[src/rtl/pitch_cmd_builder.sv]
// PITCH byte-stream parser that frames messages and builds 312-bit OrderBook commands.
// Optional statistics counters are enabled by the PITCH_STATS_EN macro.
module pitch_cmd_builder (
  input  logic         clk,
  input  logic         reset_n,
  input  logic [7:0]   in_data,
  input  logic         in_valid,
  output logic         in_ready,
  output logic [311:0] out_command,
  output logic         out_valid,
  input  logic         out_ready,
  output logic [31:0]  stat_parsed,
  output logic [31:0]  stat_dropped,
  output logic [31:0]  stat_unknown
);
  localparam int unsigned CMD_W  = 312;
  localparam int unsigned STAT_W = 32;

  localparam logic [7:0] T_ADD    = 8'h21;
  localparam logic [7:0] T_EXEC   = 8'h23;
  localparam logic [7:0] T_REDUCE = 8'h25;
  localparam logic [7:0] T_MODIFY = 8'h27;
  localparam logic [7:0] T_DELETE = 8'h29;

  typedef enum logic [1:0] {ST_LEN, ST_TYPE, ST_BODY, ST_SKIP} state_e;

  // Expected total length for a known type; 0 marks an unknown type.
  function automatic logic [7:0] exp_len(input logic [7:0] t);
    case (t)
      T_ADD:    return 8'd34;
      T_EXEC:   return 8'd26;
      T_REDUCE: return 8'd18;
      T_MODIFY: return 8'd27;
      T_DELETE: return 8'd14;
      default:  return 8'd0;
    endcase
  endfunction

  function automatic logic [7:0] cmd_code(input logic [7:0] t);
    case (t)
      T_EXEC:   return 8'd1;
      T_REDUCE: return 8'd2;
      T_MODIFY: return 8'd3;
      T_DELETE: return 8'd4;
      default:  return 8'd0;
    endcase
  endfunction

  function automatic logic in_rng(input logic [7:0] c, input logic [7:0] lo, input logic [7:0] hi);
    return (c >= lo) && (c <= hi);
  endfunction

  state_e             state_q, state_d;
  logic [7:0]         cnt_q, cnt_d, len_q, len_d, type_q, type_d, side_q, side_d;
  logic [63:0]        oid_q, oid_d, price_q, price_d;
  logic [47:0]        sym_q, sym_d;
  logic [31:0]        qty_q, qty_d, exec_q, exec_d, canc_q, canc_d;
  logic [CMD_W-1:0]   out_command_q, out_command_d;
  logic               out_valid_q, out_valid_d;
  logic               byte_acc, last_byte, emit, drop_ev, unk_ev;

  assign in_ready    = ~out_valid_q | out_ready;
  assign out_valid   = out_valid_q;
  assign out_command = out_command_q;
  assign byte_acc    = in_valid & in_ready;
  assign last_byte   = (cnt_q == len_q - 8'd1);

  // Fields are little-endian, so each byte shifts in from the top.
  always_comb begin
    state_d       = state_q;
    cnt_d         = cnt_q;
    len_d         = len_q;
    type_d        = type_q;
    oid_d         = oid_q;
    side_d        = side_q;
    qty_d         = qty_q;
    sym_d         = sym_q;
    price_d       = price_q;
    exec_d        = exec_q;
    canc_d        = canc_q;
    out_valid_d   = out_valid_q & ~out_ready;
    out_command_d = out_command_q;
    emit          = 1'b0;
    drop_ev       = 1'b0;
    unk_ev        = 1'b0;
    if (byte_acc) begin
      case (state_q)
        ST_LEN: begin
          cnt_d = 8'd0;
          if (in_data < 8'd2) drop_ev = 1'b1;
          else begin
            len_d   = in_data;
            state_d = ST_TYPE;
          end
        end
        ST_TYPE: begin
          type_d  = in_data;
          cnt_d   = 8'd2;
          oid_d   = '0;
          side_d  = '0;
          qty_d   = '0;
          sym_d   = '0;
          price_d = '0;
          exec_d  = '0;
          canc_d  = '0;
          state_d = (len_q == 8'd2) ? ST_LEN : ST_SKIP;
          if (exp_len(in_data) == 8'd0) unk_ev = 1'b1;
          else if (exp_len(in_data) != len_q) drop_ev = 1'b1;
          else if (len_q != 8'd2) state_d = ST_BODY;
        end
        ST_BODY: begin
          if (in_rng(cnt_q, 8'd6, 8'd13)) oid_d = {in_data, oid_q[63:8]};
          case (type_q)
            T_ADD: begin
              if (cnt_q == 8'd14) side_d = in_data;
              if (in_rng(cnt_q, 8'd15, 8'd18)) qty_d = {in_data, qty_q[31:8]};
              if (in_rng(cnt_q, 8'd19, 8'd24)) sym_d = {in_data, sym_q[47:8]};
              if (in_rng(cnt_q, 8'd25, 8'd32)) price_d = {in_data, price_q[63:8]};
            end
            T_EXEC:   if (in_rng(cnt_q, 8'd14, 8'd17)) exec_d = {in_data, exec_q[31:8]};
            T_REDUCE: if (in_rng(cnt_q, 8'd14, 8'd17)) canc_d = {in_data, canc_q[31:8]};
            T_MODIFY: begin
              if (in_rng(cnt_q, 8'd14, 8'd17)) qty_d = {in_data, qty_q[31:8]};
              if (in_rng(cnt_q, 8'd18, 8'd25)) price_d = {in_data, price_q[63:8]};
            end
            default: ;
          endcase
          if (last_byte) begin
            state_d = ST_LEN;
            cnt_d   = 8'd0;
            if (type_q == T_ADD && side_q != 8'h42 && side_q != 8'h53) drop_ev = 1'b1;
            else emit = 1'b1;
          end else begin
            cnt_d = cnt_q + 8'd1;
          end
        end
        ST_SKIP: begin
          if (last_byte) begin
            state_d = ST_LEN;
            cnt_d   = 8'd0;
          end else begin
            cnt_d = cnt_q + 8'd1;
          end
        end
        default: state_d = ST_LEN;
      endcase
    end
    if (emit) begin
      out_valid_d   = 1'b1;
      out_command_d = {8'h00, cmd_code(type_q), side_d, oid_d, qty_d, {16'h0000, sym_d},
                       price_d, exec_d, canc_d};
    end
  end

  always_ff @(posedge clk or negedge reset_n) begin
    if (!reset_n) begin
      state_q       <= ST_LEN;
      cnt_q         <= '0;
      len_q         <= '0;
      type_q        <= '0;
      oid_q         <= '0;
      side_q        <= '0;
      qty_q         <= '0;
      sym_q         <= '0;
      price_q       <= '0;
      exec_q        <= '0;
      canc_q        <= '0;
      out_valid_q   <= 1'b0;
      out_command_q <= '0;
    end else begin
      state_q       <= state_d;
      cnt_q         <= cnt_d;
      len_q         <= len_d;
      type_q        <= type_d;
      oid_q         <= oid_d;
      side_q        <= side_d;
      qty_q         <= qty_d;
      sym_q         <= sym_d;
      price_q       <= price_d;
      exec_q        <= exec_d;
      canc_q        <= canc_d;
      out_valid_q   <= out_valid_d;
      out_command_q <= out_command_d;
    end
  end

`ifdef PITCH_STATS_EN
  logic [STAT_W-1:0] stat_parsed_q, stat_parsed_d;
  logic [STAT_W-1:0] stat_dropped_q, stat_dropped_d;
  logic [STAT_W-1:0] stat_unknown_q, stat_unknown_d;

  // At most one event fires per accepted byte; counters wrap naturally.
  always_comb begin
    stat_parsed_d  = stat_parsed_q + STAT_W'(emit);
    stat_dropped_d = stat_dropped_q + STAT_W'(drop_ev);
    stat_unknown_d = stat_unknown_q + STAT_W'(unk_ev);
  end

  always_ff @(posedge clk or negedge reset_n) begin
    if (!reset_n) begin
      stat_parsed_q  <= '0;
      stat_dropped_q <= '0;
      stat_unknown_q <= '0;
    end else begin
      stat_parsed_q  <= stat_parsed_d;
      stat_dropped_q <= stat_dropped_d;
      stat_unknown_q <= stat_unknown_d;
    end
  end

  assign stat_parsed  = stat_parsed_q;
  assign stat_dropped = stat_dropped_q;
  assign stat_unknown = stat_unknown_q;
`else
  logic stats_unused;
  assign stats_unused = drop_ev ^ unk_ev;
  assign stat_parsed  = '0;
  assign stat_dropped = '0;
  assign stat_unknown = '0;
`endif

endmodule

[config.mk]
export PLATFORM = sky130hd
export DESIGN_NAME = pitch_cmd_builder
export DESIGN_NICKNAME = d
export VERILOG_FILES = /design/src/rtl/pitch_cmd_builder.sv
export SDC_FILE = /design/constraint.sdc
export NUM_CORES = 1
export LEC_CHECK = 0
export CORE_UTILIZATION = 60
export DETAILED_ROUTE_END_ITERATION = 12
export DONT_BUFFER_PORTS = 1
export GPL_TIMING_DRIVEN = 0
export PLACE_DENSITY = 0.85
export REMOVE_ABC_BUFFERS = 1
export SYNTH_ARGS = -nofsm -noshare
export SYNTH_HDL_FRONTEND = slang
export SYNTH_SLANG_ARGS = --single-unit
[constraint.sdc]
create_clock -name clk -period 5.7 [get_ports clk]
set_clock_uncertainty 0.2 [all_clocks]
set_input_delay 0.57 -clock clk [delete_from_list [all_inputs] [get_ports clk]]
set_output_delay 0.57 -clock clk [all_outputs]
set_load 0.005 [all_outputs]
---- After elaboration in Yosys (flattened, before gate mapping) ----
Index checks and enable logic that the tools add are counted.
Widths: inputs -> output; s select.
cells by class
  $add $sub $neg .......................... 2
  order comparisons ....................... 13
  eq/ne operators ......................... 22
  multiplexer cells ....................... 50
  bitwise logic cells ..................... 6
  reduce and logical (&&, ||, !) cells .... 14
operators with widths
  kind                 number
  $pmux 64 s2          3
  $mux 64              5
  $mux 32              9
  $pmux 32 s2          4
  $mux 48              3
  $pmux 48 s2          1
  $eq 8x6->1 const B   10
  $mux 8               9
  $le 8x5->1 const B   4
  $pmux 6 s5           1
  $ge 8x5->1 const B   3
  $pmux 8 s3           1
  $ge 8x4->1 const B   2
  $ne 8x7->1 const B   2
  $pmux 8 s2           1
  $mux 2               6
  $pmux 3 s4           1
  $add 8x1->8 const B  1
  $eq 8x2->1 const B   1
  $eq 8x4->1 const B   1
  $eq 8x8->1           1
  $ge 8x3->1 const B   1
  $le 8x4->1 const B   1
  $le 8x6->1 const B   1
  19 further kinds     35
storage, ports and cells
  bits in registers ....................... 595
  output and inout bits ................... 410
  logic and storage cells ................. 120

---- Depth between registers and ports, before layout ----
  depth after elaboration ................. 12
  gate-level depth with buffers ........... 11
  depth with buffers taken out ............ 8

---- Least setup slack after synthesis ----
OpenSTA, ideal clock, no wires.
  kind .................................... register to register
  from .................................... reg len_q[0]
  to ...................................... reg out_command_q[100] (netlist: out_command[100])
  library setup time ...................... 0.127 ns
  arrival time ............................ 2.558 ns
  setup slack ............................. 2.815 ns
  cell stages (with the launch flop) ...... 12
  path through ............................ dfrtp_1 clkbuf_1 inv_1 ha_1 and2_1 o21a_1 o31ai_1 o2111a_1 o2111ai_2 buf_6 buf_6 mux2_1
between the ends
  word-level cells in the longest chain between the ends .. 5
ends and longest elaborated chain
  what                    line  RTL
  from (decl)             54    logic [7:0] cnt_q, cnt_d, len_q, len_d, type_q, type_d, side_q, side_d;
  from (signal assigned)  173   len_q <= len_d;
  $sub 8x1->8             66    assign last_byte = (cnt_q == len_q - 8'd1);
  $eq 8x8->1              66
  $mux 1                  128   if (last_byte) begin
  $mux 1                  87    case (state_q)
  $mux 1                  86    if (byte_acc) begin
  to (signal assigned)    183   out_command_q <= out_command_d;
  to (decl)               58    logic [CMD_W-1:0] out_command_q, out_command_d;
No other way between the ends.
A chain may end at the register's enable or synchronous reset.

---- Final worst setup path ----
  from .................................... reg out_valid_q (netlist: out_valid)
  to ...................................... reg out_command_q[242] (netlist: out_command[242])
between the ends
  word-level cells in the longest chain between the ends .. 4
  elaborated cells between the ends (all ways) .. 5
  classes of those cells .................. 2 x mux; 3 x bitwise
ends and longest elaborated chain
  what                    line  RTL
  from (decl)             59    logic out_valid_q, out_valid_d;
  from (signal assigned)  182   out_valid_q <= out_valid_d;
  $not 1->1               62    assign in_ready = ~out_valid_q | out_ready;
  $or 1x1->1              62
  net in_ready            8     output logic in_ready,
  $and 1x1->1             65    assign byte_acc = in_valid & in_ready;
  $mux 64                 86
  net oid_d[18]           55    logic [63:0] oid_q, oid_d, price_q, price_d;
The timed path passes the listed nets, and every way through them passes these cells.

==> impl_metrics.csv <==
group,metric,value,unit
logic_synthesis,synth.top_cell.area_share,57.1,%
timing,maxSlewHeadroom,-153,%
worst_hold_path,hold_class,"in -> async",
timing,slew_violations,507,
timing,finalCritPeriodShare,72.0,%
critical_path,worstPathArrival,4.38,ns
clock_network,clk_latency,0.62,ns
finish,final_cells,2499,
clock_network,clkTransAtPathRegs,0.06,ns
floorplanning,io-pin-count,422,
critical_path,path_max_fanout,40,
clock_network,htree_levels,2,
place,gp_congestion,0.839,
finish,fin_area,0.0280,sq mm
place,dpl.hpwl,33900,um
logic_synthesis,synthArstFlopShare,100,%
floorplanning,rows,75,
timing,hold_violations,196,
clock_network,cts_sinks,590,
pwr,p_sw,0.00246,W
timing,max_freq,244,MHz
critical_path,crit_type,"reg -> reg",
grt,grt_first_pass_wirelength,87600,um
clock_network,postCtsSetupRepairBufs,0,
pwr,switching_share,26.4,%
detailed_routing,drtAntennaViolNets,0,
grt,first_global_vias,15200,
logic_synthesis,synth_edf_count,0,
timing,fin_crit,4.10,ns
logic_synthesis,yosys.area.top_type,"dfrtp_1",
pwr,combPwrFrac,11.6,%
grt,grt_max_degree,591,
timing,fin_hold_ws,-0.534,ns
critical_path,cp.required,5.97,ns
detailed_routing,num_vias,15000,
logic_synthesis,synth_seq_cells,590,
floorplanning,die_w,210,um
pwr,peakVddDrop,0.275,mV
place,placed_area,0.0260,sq mm
detailed_routing,firstDrtPassIters,5,
clock_network,cts_resized,0,
grt,antenna_found_initial,0,
critical_path,start_kind,"flip-flop",
status,failed_checks,"negative hold slack, max-slew violations",
finish,drive_gt1_share,11.1,%
logic_synthesis,ys_warn_count,0,
floorplanning,die_area,0.0440,sq mm
pwr,power_frac_seq,47.7,%
clock_network,cts_max_path_buffers,3,
grt,grt.overflow.total,0,
logic_synthesis,yosysMostFrequentCell,"dfrtp_1",
logic_synthesis,syn_avg_cell_area,13.3,sq um
grt,gr-usage-all-layers,25.3,%
flow_run,cap_viol_max_count,0,
place,port_buffers,0,
clock_network,cts_tree,"done",
finish,area_delta_synth_final,8.31,%
floorplanning,die_h,210,um
detailed_routing,wire_per_inst,21.9,um
clock_network,hold_buffers,8,
pwr,power_frac_clock,40.7,%
logic_synthesis,syn-cell-area,0.0259,sq mm
finish,nets,1936,
logic_synthesis,synth_cells,1946,
clock_network,cts_made_buffers,58,
logic_synthesis,synthTopCellsByCount,"dfrtp_1, mux2_1, nor2_1",
finish,num_antenna_cells,0,
pwr,p_leak,14.6,nW
detailed_routing,viasPerCell,5.99,
timing,setup-violations-final,0,
critical_path,reg2reg_depth,10,
place,dp.cells,2384,
critical_path,end_kind,"flip-flop",
logic_synthesis,yosys.cell_types.count,64,
logic_synthesis,synth_ff_type,"dfrtp_1",
pwr,intPower,0.00685,W
clock_network,cts_root_buffer,"clkbuf_16",
detailed_routing,drtIter0Drc,1240,
timing,worst_slew_pin_slew,3.80,ns
logic_synthesis,yosys-top-cells-area,"dfrtp_1, mux2_1, mux2i_1",
floorplanning,start_util,61.3,%
timing,rsz0062_at_grt,"no",
logic_synthesis,synth-seq-area-share,57.1,%
detailed_routing,routed_wl,54700,um
floorplanning,core_area,0.0422,sq mm
detailed_routing,drc,0,
status,status,"finished with violations",
pwr,powerDensity,332,mW/mm^2
[flip-flops by register name (all words and copies together), names as in the netlist, 2 cells and up]
name	count
out_command	283
price_q	64
type_q	8
cnt_q	8
side_q	8
exec_q	32
qty_q	32
state_q	2
len_q	8
sym_q	48
oid_q	64
canc_q	32
[placed cells by master (no fill, tap or decap), drive strengths merged, types with 2 or more instances in the layout]
cell / netlist / layout
o31ai: 3 / 3
o22ai: 4 / 4
or4b: 2 / 2
bufinv: 0 / 4
inv: 12 / 14
nand4b: 3 / 3
a22o: 160 / 160
a21oi: 7 / 7
clkbuf: 62 / 82
xor2: 3 / 3
nand3: 8 / 8
xnor2: 7 / 7
buf: 199 / 36
a31oi: 3 / 3
nand4: 6 / 6
or4: 2 / 2
clkinv: 0 / 17
or3: 4 / 4
nor4: 3 / 3
dfrtp: 590 / 590
nor2: 208 / 208
mux2: 359 / 359
nand3b: 3 / 3
o21a: 2 / 2
o21ai: 15 / 15
and2: 6 / 6
dlygate4sd3: 0 / 8
nor2b: 6 / 6
o2111ai: 3 / 3
nor3: 10 / 10
conb: 1 / 125
clkinvlp: 0 / 2
nand2b: 3 / 3
ha: 11 / 11
mux2i: 189 / 189
nand2: 26 / 26
nor4b: 6 / 6
[worst max-delay path, cell delays in order, from the launching register on]
cell and delay [ns]:
dfrtp_1 0.39, nor2b_1 0.22, inv_1 0.20, and2_1 0.44, nand2_2 0.52, buf_12 0.36
nor2_4 0.65, buf_12 0.28, buf_12 0.23, nor2_1 0.11, mux2_1 0.31
[layout make-up]
| cell class | count | area, sq um |
|---|---|---|
| Timing Repair Buffer | 44 | 842 |
| Multi-Input combinational cell | 1207 | 9800 |
| Tap cell | 539 | 674 |
| Inverter | 12 | 45.0 |
| Sequential cell | 590 | 14800 |
| Fill cell | 2886 | 14200 |
| Clock buffer | 82 | 1650 |
| Clock inverter | 25 | 249 |
[stage by stage]
| stage | setup WS (ns) | power, W | utilization (%) | setup TNS [ns] |
|---|---|---|---|---|
| 4_1_cts | 1.62 | 0.00938 | 66.4 | 0 |
| 5_1_grt | 1.31 | 0.00966 | 66.4 | 0 |
| 2_1_floorplan | -5.12 | 0.00513 | - | -2128.74 |
| 3_3_place_gp | -10.76 | 0.00530 | 59.8 | -4720.08 |
| 3_5_place_dp | 1.63 | 0.00555 | 61.7 | 0 |
| 6_report | 1.60 | 0.00930 | 66.4 | 0 |
[power groups by stage]
stage | sequential, W | combinational [W] | clock, W
floorplan | 0.00446 | 0.000677 | 0
global placement | 0.00450 | 0.000808 | 0
detailed placement | 0.00451 | 0.00104 | 0
CTS | 0.00443 | 0.00108 | 0.00387
global route | 0.00445 | 0.00118 | 0.00403
finish | 0.00444 | 0.00108 | 0.00378
[final timing paths]
check / from / to / slack (ns)
worst min register to register: type_q[6] / type_q[6] / 0.30
max in group asynchronous: reset_n / out_command[48] / 2.87
worst min-delay path: reset_n / out_command[99] / -0.53
worst max register to register: out_valid / out_command[242] / 1.60
min in group clk: in_data[4] / price_q[60] / 0.04
worst max-delay path: out_valid / out_command[242] / 1.60
[metal layers]
layer | track usage, % | vias to the layer above | share of wire, %
li1 | - | 6569 | -
met1 | 32.8 | 7741 | 40
met2 | 41.4 | 554 | 49
met3 | 7.08 | 106 | 7.9
met4 | 7.90 | 0 | 2.4
met5 | 0 | - | 0
[logic make-up (layout without fill, tap and decap cells)]
logic type               after synthesis  count (layout)  synth area share [%]
XOR/XNOR                              10              10                 0.339
buffers and inverters                273             163                  7.05
AO/OA/AOI/OAI                        213             213                  6.91
adder cells (fa/ha/maj)               11              11                 0.532
AND/OR/NAND/NOR                      300             300                  5.16
flip-flops                           590             590                  57.1
other                                  1             125                0.0145
multiplexers                         548             548                  22.9
Power figures use the tool's default switching activity.
